**config.mk**
```make
export PLATFORM = sky130hd
export DESIGN_NAME = i2c_master_write_bit
export DESIGN_NICKNAME = d
export VERILOG_FILES = /design/src/rtl/i2c_master_write_bit.sv
export SDC_FILE = /design/constraint.sdc
export NUM_CORES = 1
export LEC_CHECK = 0
export CORE_MARGIN = 10
export CORE_UTILIZATION = 30
export CTS_CLUSTER_DIAMETER = 30
export DETAILED_ROUTE_END_ITERATION = 10
export PLACE_DENSITY_LB_ADDON = 0.3
export SYNTH_ARGS = -nofsm -noshare
export SYNTH_HDL_FRONTEND = slang
export SYNTH_SLANG_ARGS = --single-unit
```
**constraint.sdc**
```tcl
create_clock -name clock -period 3.4 [get_ports clock]
set_input_delay 1.02 -clock clock [delete_from_list [all_inputs] [get_ports clock]]
set_output_delay 1.02 -clock clock [all_outputs]
set_load 0.03 [all_outputs]
```
**src/rtl/i2c_master_write_bit.sv**
```systemverilog
// I2C master single-bit writer: START, STOP, data and ACK/NACK bits.
// Optional cmd_err output enabled by defining I2C_WRITE_BIT_CMD_ERR_EN.
module i2c_master_write_bit #(
  parameter int unsigned QUARTER = 4
) (
  input  logic       clock,
  input  logic       reset_n,
  input  logic       go,
  input  logic [2:0] command,
  output logic       finish,
  output logic       scl,
  output logic       sda
`ifdef I2C_WRITE_BIT_CMD_ERR_EN
  ,
  output logic       cmd_err
`endif
);

  typedef enum logic [1:0] {
    IDLE,
    RUN,
    DONE
  } state_t;

  localparam logic [2:0] C_START = 3'b010;
  localparam logic [2:0] C_STOP  = 3'b011;
  localparam logic [7:0] LAST    = 8'(QUARTER - 1);

  state_t     state;
  logic [1:0] phase;
  logic [7:0] div;
  logic [2:0] cmd;
  logic       valid;

  // {scl, sda} for a given command and quarter phase
  function automatic logic [1:0] levels(
    input logic [2:0] c,
    input logic [1:0] p
  );
    logic [1:0] lv;
    lv = 2'b11;
    unique case (1'b1)
      (c == C_START): lv = {p != 2'd3, p < 2'd2};
      (c == C_STOP):  lv = {p != 2'd0, p[1]};
      default:        lv = {p == 2'd1 || p == 2'd2, c[0]};
    endcase
    return lv;
  endfunction

  // 000 and 001 are the only unusable encodings
  assign valid = command[2] | command[1];

  // Control FSM with quarter-bit divider and registered bus levels
  always_ff @(posedge clock or negedge reset_n) begin
    if (!reset_n) begin
      state   <= IDLE;
      phase   <= 2'd0;
      div     <= 8'd0;
      cmd     <= 3'd0;
      finish  <= 1'b0;
      scl     <= 1'b1;
      sda     <= 1'b1;
`ifdef I2C_WRITE_BIT_CMD_ERR_EN
      cmd_err <= 1'b0;
`endif
    end else begin
      unique case (state)
        IDLE: begin
          if (go) begin
            if (valid) begin
              cmd        <= command;
              state      <= RUN;
              phase      <= 2'd0;
              div        <= 8'd0;
              {scl, sda} <= levels(command, 2'd0);
            end else begin
              state   <= DONE;
              finish  <= 1'b1;
`ifdef I2C_WRITE_BIT_CMD_ERR_EN
              cmd_err <= 1'b1;
`endif
            end
          end
        end
        RUN: begin
          if (div == LAST) begin
            div <= 8'd0;
            if (phase == 2'd3) begin
              state  <= DONE;
              finish <= 1'b1;
            end else begin
              phase      <= phase + 2'd1;
              {scl, sda} <= levels(cmd, phase + 2'd1);
            end
          end else begin
            div <= div + 8'd1;
          end
        end
        DONE: begin
          if (!go) begin
            state   <= IDLE;
            finish  <= 1'b0;
`ifdef I2C_WRITE_BIT_CMD_ERR_EN
            cmd_err <= 1'b0;
`endif
          end
        end
        default: state <= IDLE;
      endcase
    end
  end

endmodule

```
==> impl_summary.txt <==
----------------------------------------------------
[Outcome]
  Result of the run ... finished, final reports clean

[Synthesis]
  Syn Inst Count ... 95
  Sequential fraction of the synthesis area ... 0.444
  Number of synthesized flops with an enable pin ... 0
  Share of the synthesized area in the top cell type ... 0.392
  Post-synthesis average cell area ... 10.7 um^2
  Fraction of registers with async set/reset ... 1.00
  Library cell with the largest summed area after synthesis ... sky130_fd_sc_hd__dfrtp_1
  Synthesized flop and latch total ... 18
  Most area-consuming cells after synthesis ... sky130_fd_sc_hd__dfrtp_1 39%, sky130_fd_sc_hd__mux2_2 5.5%, sky130_fd_sc_hd__dfstp_2 5.1%
  Most used flip-flop cell after synthesis ... sky130_fd_sc_hd__dfrtp_1
  Netlist area before placement ... 1020 um^2
  Synth Warn # ... 0
  Count of different cell masters after synthesis ... 37
  Total nets after synthesis ... 104

[Floorplan]
  Boundary Pins ... 9
  DIE AREA ... about 6000 um^2
  Floorplan core area ... ~3300 um^2
  Die boundary height ... around 78 um
  Die span in x ... between 70 and 80 um
  Std-Cell Rows ... 21
  Starting utilization of the core area ... 0.308

[Power and ir drop]
  Cell area power density ... 814 nW/um^2
  Leak Pwr ... 0.484 nW
  Worst vdd rail ir drop ... about 0.43 mV

[Worst setup path]
  Largest stage delay, worst path ... 670 ps
  Buf/Inv on CP ... 1
  Largest fanout on the critical path ... 2
  Crit path depth ... 1
  Crit path DAT ... 1510 ps
  Startpoint-to-endpoint class of the critical path ... reg -> out
  Number of cells on the worst reg-to-reg path ... 5
  Top Family by Delay on Critical Path ... buffers and inverters
  Worst reg2reg path startpoint ... div[0]$_DFFE_PN0P_
  Reg-to-reg slack, setup ... 1580 ps
  Crit path to ... scl
  Crit path launch type ... flip-flop
  Endpoint class of the critical path ... output pin
  Slowest cell on crit path ... sky130_fd_sc_hd__clkdlybuf4s50_1
  Reg2reg end ... phase[1]$_DFFE_PN0P_
  Launching instance or port of the critical path ... scl$_DFFE_PN1P_
  CP cell instances ... clkdlybuf4s50_1
  Critical path data required time ... 2380 ps

[STA]
  Top achievable clock speed ... 395 MHz
  Min Tclk post-route ... approximately 2500 ps
  Pin slew with the least headroom to its limit ... between 800 and 900 ps
  Unrepaired setup endpoints after global routing ... false
  Setup Viol. Count Final ... 0
  Final period utilization ... 0.745
  Clock Skew ... slightly above 3 ps
  Slew Viols, Final ... 0
  Final Hold Vio Count ... 0
  Max-Slew Margin vs Limit ... 0.457
  Setup total negative slack ... 0 ps
  Post-route worst setup slack ... 868 ps

[Cells and area]
  Fraction of layout instances using a drive strength above 1 ... 0.181
  Synthesis-to-finish area growth ... 16.2%
  Reg area ... 453 um^2
  Utilization of the core after routing ... 0.358
  Number of filler cells placed in the layout ... 348
  Multi-input combinational cell area ... 552 um^2
  # nets final ... 115
  Diode count ... 0

[Place]
  Number of buffer cells added on primary ports ... 8
  Hpwl dp ... 1460 um
  Global placer's final weighted congestion ... 0.783
  Pre-CTS WS ... 626 ps

[Clocking]
  Hold-fix buffers at CTS ... 0
  Clock slew at the register clock pins of the worst setup and hold paths ... 110 ps
  Clock tree from TritonCTS ... done
  Root Driver ... sky130_fd_sc_hd__clkbuf_4
  Clock tree sinks ... 18
  Maximum number of buffers from clock root to sink ... 2
  Number of clock buffers inserted by TritonCTS ... 3
  Count of H-tree levels built during CTS ... 1
  Worst-Skew Late Latency ... 300 ps
  Post-CTS setup buffer count ... 0
  Cts repair resizes ... 0

[Min path]
  Worst hold path type ... reg -> reg

[Global routing]
  Via count of the first global-routing pass ... 766
  Maximum number of pins on one net before global-route repair ... 19
  Remaining Overflow, GRT ... 0
  Global routing usage summed across all routing layers ... 0.0687
  Wire length of the first global-routing pass ... between 3000 and 4000 um
  Antenna violations before repair ... 0

[Flow run]
  Max-cap viol count ... 0

[Routing]
  Post-detailed-routing wire length ... approximately 1900 um
  Drt drc ... 0
  Routed via count divided by cell count ... 4.94
  Average wire length per cell after detail routing ... 12.9 um
  DRT Pass-1 Iters ... 4
  Routed vias ... 746
  First-iteration detailed-routing DRC count ... between 40 and 50
  Residual antenna-violating net count after detailed routing ... 0

----------------------------------------------------
-- metrics by stage --
step,hold slack (ps),std cells,area (um^2),power (mW)
2_1_floorplan,457,95,1020,0.730
3_3_place_gp,478,147,1150,0.824
3_5_place_dp,491,147,1150,0.843
4_1_cts,516,151,1190,0.979
5_1_grt,530,151,1190,1.05
6_report,512,151,1190,0.966
-- cell families (layout without fill, tap and decap cells) --
| group | after synthesis | after routing | share of synthesized area |
|---|---|---|---|
| compound gates | 25 | 25 | 0.181 |
| xor+xnor | 4 | 4 | 0.0343 |
| fa+ha+maj | 3 | 3 | 0.0368 |
| buf+inv | 4 | 14 | 0.0159 |
| flops | 18 | 18 | 0.444 |
| mux | 9 | 9 | 0.0944 |
| simple gates | 32 | 32 | 0.194 |
-- how the worst min path moves through the flow --
stage | startpoint | end | slack (ps) | depth (start not counted)
6_report | cmd[2]$_DFFE_PN0P_ | cmd[2]$_DFFE_PN0P_ | 510 | 2
5_1_grt | cmd[1]$_DFFE_PN0P_ | cmd[1]$_DFFE_PN0P_ | 530 | 2
4_1_cts | cmd[1]$_DFFE_PN0P_ | cmd[1]$_DFFE_PN0P_ | 520 | 2
3_5_place_dp | cmd[2]$_DFFE_PN0P_ | cmd[2]$_DFFE_PN0P_ | 490 | 2
3_3_place_gp | cmd[2]$_DFFE_PN0P_ | cmd[2]$_DFFE_PN0P_ | 480 | 2
2_1_floorplan | cmd[2]$_DFFE_PN0P_ | cmd[2]$_DFFE_PN0P_ | 460 | 2
-- sequential cells by signal, indices dropped and copies added, names as in the netlist --
register	cells
cmd	3
div	8
finish	1
phase	2
scl	1
sda	1
state	2
-- layer usage --
layer	routed length [um]	vias to the layer above	global-route usage
li1	-	371	-
met1	976	360	0.0817
met2	871	13	0.109
met3	83	2	0.0330
met4	17	0	0.0161
met5	0	-	0
-- cells in the mapped netlist (2+ instances only) --
master,instances
sky130_fd_sc_hd__inv_1,2
sky130_fd_sc_hd__dfrtp_1,16
sky130_fd_sc_hd__nand2_1,8
sky130_fd_sc_hd__o21ai_0,7
sky130_fd_sc_hd__nor2b_1,2
sky130_fd_sc_hd__a21oi_1,2
sky130_fd_sc_hd__nand3b_1,2
sky130_fd_sc_hd__a22o_1,2
sky130_fd_sc_hd__nor2_1,5
sky130_fd_sc_hd__and3_1,2
sky130_fd_sc_hd__a41oi_1,2
sky130_fd_sc_hd__nand3_1,2
sky130_fd_sc_hd__nand2b_1,3
sky130_fd_sc_hd__dfstp_2,2
sky130_fd_sc_hd__xor2_1,2
sky130_fd_sc_hd__ha_1,3
sky130_fd_sc_hd__a31oi_1,5
sky130_fd_sc_hd__xnor2_1,2
sky130_fd_sc_hd__mux2_2,5
sky130_fd_sc_hd__mux2i_1,4
-- cell usage in the layout, fill, tap and decap left out, types with 3 or more instances in the layout --
cell and count:
sky130_fd_sc_hd__mux2_2 5, sky130_fd_sc_hd__a31oi_1 5, sky130_fd_sc_hd__clkbuf_4 3, sky130_fd_sc_hd__nand2b_1 3
sky130_fd_sc_hd__nor2_1 5, sky130_fd_sc_hd__ha_1 3, sky130_fd_sc_hd__nand2_1 8, sky130_fd_sc_hd__clkdlybuf4s50_1 8
sky130_fd_sc_hd__dfrtp_1 16, sky130_fd_sc_hd__o21ai_0 7, sky130_fd_sc_hd__mux2i_1 4
-- where the power goes --
group          internal [mW]  leakage [nW]  total, mW  switching, mW
sequential             0.311         0.213      0.413          0.102
combinational          0.206         0.250      0.418          0.212
clock                 0.0653        0.0210      0.135         0.0694
total                  0.582         0.484      0.966          0.383
-- cell type report --
| cell class | count | share of cell area |
|---|---|---|
| tap | 46 | 0.0485 |
| clock buffer | 4 | 0.0306 |
| multi-input combinational | 73 | 0.465 |
| timing repair buffer | 8 | 0.0675 |
| sequential | 18 | 0.382 |
| inverter | 2 | 0.00633 |
No activity file was read; power rests on OpenSTA's default activity.
